===== config.mk =====
export PLATFORM = sky130hd
export DESIGN_NAME = wolfram_ca_engine_flat
export DESIGN_NICKNAME = d
export VERILOG_FILES = /design/src/rtl/wolfram_ca_engine_if.sv /design/src/rtl/wolfram_ca_engine.sv /design/src/flat_wrapper.sv
export SDC_FILE = /design/constraint.sdc
export NUM_CORES = 1
export LEC_CHECK = 0
export CAP_MARGIN = 10
export CORE_ASPECT_RATIO = 0.75
export CORE_UTILIZATION = 56
export DETAILED_ROUTE_END_ITERATION = 12
export PLACE_DENSITY = 0.87
export RECOVER_POWER = 100
export SLEW_MARGIN = 20
export SYNTH_ARGS = -nofsm -noshare
export SYNTH_HDL_FRONTEND = slang
export SYNTH_SLANG_ARGS = --single-unit

===== constraint.sdc =====
create_clock -name clk -period 4.5 [get_ports clk]
set_clock_uncertainty 0.05 [all_clocks]
set_input_delay 0.45 -clock clk [delete_from_list [all_inputs] [get_ports clk]]
set_output_delay 0.45 -clock clk [all_outputs]
set_load 0.1 [all_outputs]

===== src/rtl/wolfram_ca_engine_if.sv =====
// Control and observation bundle for the cellular-automaton engine.
// The bench drives it through master and the engine uses it through slave.
interface wolfram_ca_engine_if #(
    parameter int WIDTH = 16,
    parameter int GEN_W = 8
);
    logic             rule_load;
    logic [7:0]       rule_in;
    logic             state_load;
    logic [WIDTH-1:0] state_in;
    logic [1:0]       boundary_mode;
    logic             stop_on_stable;
    logic             start;
    logic [GEN_W-1:0] num_gens;
    logic             hold;
    logic [WIDTH-1:0] cells;
    logic [7:0]       rule;
    logic [GEN_W-1:0] gen_count;
    logic             busy;
    logic             done;
    logic             stable;

    modport master (
        output rule_load, rule_in, state_load, state_in, boundary_mode,
               stop_on_stable, start, num_gens, hold,
        input  cells, rule, gen_count, busy, done, stable
    );

    modport slave (
        input  rule_load, rule_in, state_load, state_in, boundary_mode,
               stop_on_stable, start, num_gens, hold,
        output cells, rule, gen_count, busy, done, stable
    );
endinterface


===== src/rtl/wolfram_ca_engine.sv =====
// Programmable 1-D elementary cellular automaton.
// Steps every cell once per clock for a requested number of generations.
module wolfram_ca_cell (
    input  logic [2:0] nbr_i,
    input  logic [7:0] rule_i,
    output logic       nxt_o
);
    // The rule table is indexed MSB-first: pattern 3'b111 selects rule bit 0.
    assign nxt_o = rule_i[3'd7 - nbr_i];
endmodule

module wolfram_ca_engine #(
    parameter int         WIDTH        = 16,
    parameter int         GEN_W        = 8,
    parameter logic [7:0] RULE_DEFAULT = 8'h31
) (
    input  logic                clk,
    input  logic                rst,
    wolfram_ca_engine_if.slave  bus
);
    typedef enum logic [1:0] {S_IDLE, S_RUN, S_DONE} state_e;

    state_e           state_q, state_d;
    logic [WIDTH-1:0] cells_q, cells_d;
    logic [7:0]       rule_q, rule_d;
    logic [GEN_W-1:0] gen_q, gen_d;
    logic [GEN_W-1:0] ngens_q, ngens_d;
    logic [1:0]       bmode_q, bmode_d;
    logic             sos_q, sos_d;
    logic             stable_q, stable_d;

    logic             lb, rb;
    logic [WIDTH+1:0] ext;
    logic [WIDTH-1:0] next_cells;

    always_comb begin
        lb = 1'b0;
        rb = 1'b0;
        case (bmode_q)
            2'b00: begin
                lb = cells_q[0];
                rb = cells_q[WIDTH-1];
            end
            2'b10: begin
                lb = 1'b1;
                rb = 1'b1;
            end
            default: begin
                lb = 1'b0;
                rb = 1'b0;
            end
        endcase
    end

    // ext[i+2:i] is {left, self, right} for cell i.
    assign ext = {lb, cells_q, rb};

    for (genvar i = 0; i < WIDTH; i++) begin : g_cell
        wolfram_ca_cell u_cell (
            .nbr_i  (ext[i+2:i]),
            .rule_i (rule_q),
            .nxt_o  (next_cells[i])
        );
    end

    always_comb begin
        state_d  = state_q;
        cells_d  = cells_q;
        rule_d   = rule_q;
        gen_d    = gen_q;
        ngens_d  = ngens_q;
        bmode_d  = bmode_q;
        sos_d    = sos_q;
        stable_d = stable_q;
        case (state_q)
            S_IDLE: begin
                if (bus.rule_load || bus.state_load) begin
                    if (bus.rule_load)  rule_d  = bus.rule_in;
                    if (bus.state_load) cells_d = bus.state_in;
                end else if (bus.start) begin
                    ngens_d  = bus.num_gens;
                    bmode_d  = bus.boundary_mode;
                    sos_d    = bus.stop_on_stable;
                    gen_d    = '0;
                    stable_d = 1'b0;
                    state_d  = (bus.num_gens != '0) ? S_RUN : S_DONE;
                end
            end
            S_RUN: begin
                if (!bus.hold) begin
                    cells_d  = next_cells;
                    gen_d    = gen_q + GEN_W'(1);
                    stable_d = (next_cells == cells_q);
                    if ((gen_d == ngens_q) || (sos_q && stable_d)) state_d = S_DONE;
                end
            end
            S_DONE:  state_d = S_IDLE;
            default: state_d = S_IDLE;
        endcase
    end

    always_ff @(posedge clk) begin
        if (rst) begin
            state_q  <= S_IDLE;
            cells_q  <= '0;
            rule_q   <= RULE_DEFAULT;
            gen_q    <= '0;
            ngens_q  <= '0;
            bmode_q  <= 2'b00;
            sos_q    <= 1'b0;
            stable_q <= 1'b0;
        end else begin
            state_q  <= state_d;
            cells_q  <= cells_d;
            rule_q   <= rule_d;
            gen_q    <= gen_d;
            ngens_q  <= ngens_d;
            bmode_q  <= bmode_d;
            sos_q    <= sos_d;
            stable_q <= stable_d;
        end
    end

    assign bus.cells     = cells_q;
    assign bus.rule      = rule_q;
    assign bus.gen_count = gen_q;
    assign bus.stable    = stable_q;
    assign bus.busy      = (state_q == S_RUN);
    assign bus.done      = (state_q == S_DONE);
endmodule


===== src/flat_wrapper.sv =====
// flat-port wrapper written by rule: the top's interface ports become plain ports
module wolfram_ca_engine_flat 
#(
    parameter int         WIDTH        = 16,
    parameter int         GEN_W        = 8,
    parameter logic [7:0] RULE_DEFAULT = 8'h31
)
  (clk, rst, bus_rule_load, bus_rule_in, bus_state_load, bus_state_in, bus_boundary_mode, bus_stop_on_stable, bus_start, bus_num_gens, bus_hold, bus_cells, bus_rule, bus_gen_count, bus_busy, bus_done, bus_stable);
  wolfram_ca_engine_if #(.WIDTH(WIDTH), .GEN_W(GEN_W)) bus_i ();
  input  logic clk;
  input  logic rst;
  input wire logic [$bits(bus_i.rule_load)-1:0] bus_rule_load;
  input wire logic [$bits(bus_i.rule_in)-1:0] bus_rule_in;
  input wire logic [$bits(bus_i.state_load)-1:0] bus_state_load;
  input wire logic [$bits(bus_i.state_in)-1:0] bus_state_in;
  input wire logic [$bits(bus_i.boundary_mode)-1:0] bus_boundary_mode;
  input wire logic [$bits(bus_i.stop_on_stable)-1:0] bus_stop_on_stable;
  input wire logic [$bits(bus_i.start)-1:0] bus_start;
  input wire logic [$bits(bus_i.num_gens)-1:0] bus_num_gens;
  input wire logic [$bits(bus_i.hold)-1:0] bus_hold;
  output wire logic [$bits(bus_i.cells)-1:0] bus_cells;
  output wire logic [$bits(bus_i.rule)-1:0] bus_rule;
  output wire logic [$bits(bus_i.gen_count)-1:0] bus_gen_count;
  output wire logic [$bits(bus_i.busy)-1:0] bus_busy;
  output wire logic [$bits(bus_i.done)-1:0] bus_done;
  output wire logic [$bits(bus_i.stable)-1:0] bus_stable;
  assign bus_i.rule_load = bus_rule_load;
  assign bus_i.rule_in = bus_rule_in;
  assign bus_i.state_load = bus_state_load;
  assign bus_i.state_in = bus_state_in;
  assign bus_i.boundary_mode = bus_boundary_mode;
  assign bus_i.stop_on_stable = bus_stop_on_stable;
  assign bus_i.start = bus_start;
  assign bus_i.num_gens = bus_num_gens;
  assign bus_i.hold = bus_hold;
  assign bus_cells = bus_i.cells;
  assign bus_rule = bus_i.rule;
  assign bus_gen_count = bus_i.gen_count;
  assign bus_busy = bus_i.busy;
  assign bus_done = bus_i.done;
  assign bus_stable = bus_i.stable;
  wolfram_ca_engine #(.WIDTH(WIDTH), .GEN_W(GEN_W), .RULE_DEFAULT(RULE_DEFAULT)) u_core (.clk(clk), .rst(rst), .bus(bus_i));
endmodule

==> impl_summary.log <==
[metrics] run status: complete, no violations
[metrics] estimated wirelength of the detail-placed design: about 7200 µm
[metrics] combinational share of power: 60.5%
[metrics] ports placed on the boundary: 76
[metrics] Synth area leader: dfxtp_1
[metrics] number of endpoints with negative hold slack in the final report: 0
[metrics] Peak Freq: between 0.3 and 0.4 GHz
[metrics] leakage: 1.67 nW
[metrics] filler cell count in the final layout: 449
[metrics] destination of the worst register-to-register timing path: u_core.bus.cells[13]
[metrics] clock edge transition at the registers on the reported setup and hold paths: roughly 90 ps
[metrics] DR vias: 3454
[metrics] commonest cells in the synthesized netlist: 46 x dfxtp_1, 45 x mux2i_1, 43 x nor2_1
[metrics] setup repair bufs after CTS: 0
[metrics] maximum number of pins on one net before global-route repair: 32
[metrics] minimum period implied by the final worst setup slack: between 3000 and 4000 ps
[metrics] First DRT Iteration DRCs: around 360
[metrics] Worst EP arrival: approximately 2800 ps
[metrics] sort of element at the start of the critical path: flip-flop
[metrics] Synth Net Count: between 400 and 500
[metrics] most frequently used flop master after synthesis: dfxtp_1
[metrics] register area: 921 µm²
[metrics] post-layout instance area: roughly 4300 µm²
[metrics] area share of fa/ha/maj cells after synthesis: less than 1%
[metrics] count of unique library cells instantiated by Yosys: 53
[metrics] DRC: 0
[metrics] worst setup path startpoint: u_core.state_q[0]
[metrics] most common cell in the synthesized netlist: dfxtp_1
[metrics] mean instance size in the synthesized netlist: about 8.7 µm²
[metrics] synthesis-to-layout area growth: 21.8%
[metrics] async set-or-reset flop fraction in the synthesized netlist: 0%
[metrics] Num CTS Buffers: 5
[metrics] vias in the first global route: around 3100
[metrics] maximum ir drop on the vdd rail: approximately 0.41 mV
[metrics] number of synthesized flops with an enable pin: 0
[metrics] Placed Cells: between 500 and 600
[metrics] cell area after placement: ~4200 µm²
[metrics] total congestion overflow: 0
[metrics] Net Sw Power: 1.37 mW
[metrics] main combinational cell family by area after synthesis: multiplexers
[metrics] measured slew at the worst slew-check pin: ~1100 ps
[metrics] Pre-Repair DR Iteration Count: 5
[metrics] register share of total power: ~28%
[metrics] critical path data required time: roughly 4000 ps
[metrics] count of state elements after synthesis: 46
[metrics] startpoint-to-endpoint class of the critical path: flip-flop to primary output
[metrics] final number of max-transition violations: 0
[metrics] fin worst setup slack: ~1300 ps
[metrics] register-to-register setup slack: 1370 ps
[metrics] power density over the cells: 592 nW/µm²
[metrics] fraction of power consumed by the clock network: 11.5%
[metrics] antenna-violating nets left: 0
[metrics] final weighted congestion in routability-driven placement: 0.944
[metrics] clock tree sinks: 46
[metrics] mapped cell area: 3560 µm²
[metrics] cts hold-fix bufs: 0
[metrics] die outline height: a little over 70 µm
[metrics] routed wire length on met2: about 4500 µm
[metrics] maxcap violations: 0
[metrics] ratio of cells with drive above 1 in the final layout: under 10%
[metrics] Site Rows: 24
[metrics] switching fraction of total power: between 50% and 60%
[metrics] pre-CTS WS: approximately 1600 ps
[metrics] unrepaired setup endpoints after global routing: no
[metrics] share of the yosys chip area belonging to registers: 25.8%
[metrics] internal power consumption: 1.20 mW
[metrics] Floorplan Core Area: approximately 6000 µm²
[metrics] Post-Route Setup TNS: 0 ps
[metrics] die outline area: 6690 µm²
[metrics] antenna violations before repair: 0
[metrics] xor/xnor cell area share of the yosys netlist: under 10%
[metrics] die width: 94.1 µm
[metrics] total design power: 2.57 mW
[metrics] hold_ws: 417 ps
[metrics] Gates resized, CTS repair: 0
[metrics] final worst path period share: 72.2%
[metrics] instance count of the mapped netlist: 412
[metrics] global-route wire length before repair: ~16000 µm
[metrics] wire length reported by the detailed router: slightly above 10000 µm
[metrics] highest layer used for signal routing: met4
[metrics] Post-Route M1 WL: 4470 µm
[metrics] effective utilization at floorplan: approximately 60%
[metrics] final non-filler cell total: roughly 530
[metrics] level count of the clock H-tree: 2
[metrics] endpoint of the most critical setup path: bus_busy
[metrics] headroom to the max-slew limit: 26.7%
[metrics] Port Buffers: between 70 and 80
[metrics] combined global-route utilization of all metal layers: between 30% and 40%
[metrics] met3 layer wire length in the routed design: approximately 1100 µm
[metrics] clock tree from TritonCTS: built
[metrics] proportion of synthesized area in mux cells: approximately 30%
[metrics] Worst Reg2Reg Path Length in Cells: 6
[metrics] vias per cell: approximately 6.5
[metrics] number of warnings issued by yosys: 0
[metrics] Routed wire per std cell: around 19 µm
[metrics] final-report setup violation count: 0
[metrics] complex-gate fraction of the synthesized area: 15.5%
[metrics] post-synthesis share of cell area spent on and, or, nand and nor gates: between 10% and 20%
[metrics] combined area of the multi-input logic cells: ~2400 µm²
[metrics] Clk Latency, worst-skew pair: slightly above 300 ps
[metrics] path type of the worst min-delay path: flip-flop to flip-flop
[metrics] most area-consuming cells after synthesis: dfxtp_1 26%, mux4_2 13%, mux2i_1 13%
[metrics] antenna fix cells: 0
[metrics] CP Max Fanout: 19
[metrics] nets@finish: 496
[metrics] sort of element at the end of the critical path: primary output
[metrics] RR Startpoint: u_core.state_q[0]
[metrics] share of the synthesized area in the top cell type: 25.8%
[metrics] core occupancy in the finished layout: between 70% and 80%
[metrics] maximum buffer depth of the clock tree: 2
[metrics] root buf cell: clkbuf_8
sequential cells by signal (all words and copies together), names as in the netlist:
name                  count
u_core.bus.cells         16
u_core.bus.gen_count      8
u_core.bus.rule           8
u_core.ngens_q            8
u_core.bmode_q            2
u_core.state_q            2
u_core.bus.stable         1
u_core.sos_q              1
power groups by stage:
stage               registers, mW  clock network [mW]  logic, mW
floorplan                    1.00                   0      0.937
global placement            0.709                   0       1.54
detailed placement          0.725                   0       1.56
CTS                         0.715               0.294       1.57
global route                0.740               0.310       1.64
finish                      0.720               0.295       1.56
layout make-up:
class	instances	area share, %
Clock buffer	7	2.22
Inverter	12	1.04
Timing Repair Buffer	77	17.6
Clock inverter	1	0.202
Multi-Input combinational cell	312	55.5
Tap cell	78	2.25
Sequential cell	46	21.2
how the worst min path moves through the flow:
stage,start,endpoint,slack (ps),cells after the start
2_1_floorplan,u_core.bmode_q[0],u_core.bmode_q[0],410,2
3_3_place_gp,u_core.bus.stable,u_core.bus.stable,400,2
3_5_place_dp,u_core.bus.stable,u_core.bus.stable,410,2
4_1_cts,u_core.bus.stable,u_core.bus.stable,420,2
5_1_grt,u_core.bus.stable,u_core.bus.stable,470,2
6_report,u_core.bus.stable,u_core.bus.stable,420,2
worst max-delay path, cell delays in order (launching register included):
cell           delay, ps
dfxtp_1              430
nand2b_1             100
inv_1                590
dlygate4sd3_1       1300
cells by family after synthesis:
logic type                 count (synthesis)
AOI/OAI and AO/OA                         84
xor gates and xnor gates                  17
adders and majority gates                  1
buffers and inverters                     54
DFF                                       46
muxes                                     75
and+or+nand+nor                          135
placed cells by master, fill, tap and decap left out, types with 2 or more instances in the layout:
cell type | Yosys | routed
xor2_1 | 3 | 3
mux4_2 | 21 | 21
a21oi_1 | 24 | 24
nor3_1 | 5 | 5
mux2_2 | 4 | 4
a22oi_1 | 3 | 3
mux2i_1 | 45 | 45
clkbuf_8 | 0 | 7
a21o_1 | 4 | 4
nand3_1 | 7 | 7
xnor2_1 | 14 | 14
a221oi_1 | 9 | 9
o21ai_0 | 17 | 17
nor2_1 | 43 | 43
nand2b_1 | 9 | 9
dlygate4sd3_1 | 0 | 37
o22ai_1 | 3 | 3
nor4_1 | 3 | 3
o211ai_1 | 3 | 3
clkdlybuf4s50_1 | 0 | 38
nand3b_1 | 4 | 4
a2111oi_0 | 3 | 3
a211oi_1 | 5 | 5
mux2_1 | 3 | 3
mux4_1 | 2 | 2
dfxtp_1 | 46 | 46
and2_1 | 4 | 4
or4_1 | 3 | 3
nor2b_1 | 9 | 9
inv_1 | 11 | 12
a21boi_0 | 2 | 2
nand2_1 | 41 | 41
layer usage:
layer  GRT usage [%]  vias up
li1                -     1586
met4            5.13        0
met5               0        -
met1            48.0     1628
met3            7.96       12
met2            46.7      228
Note: power is estimated with default switching activity, not from simulation.
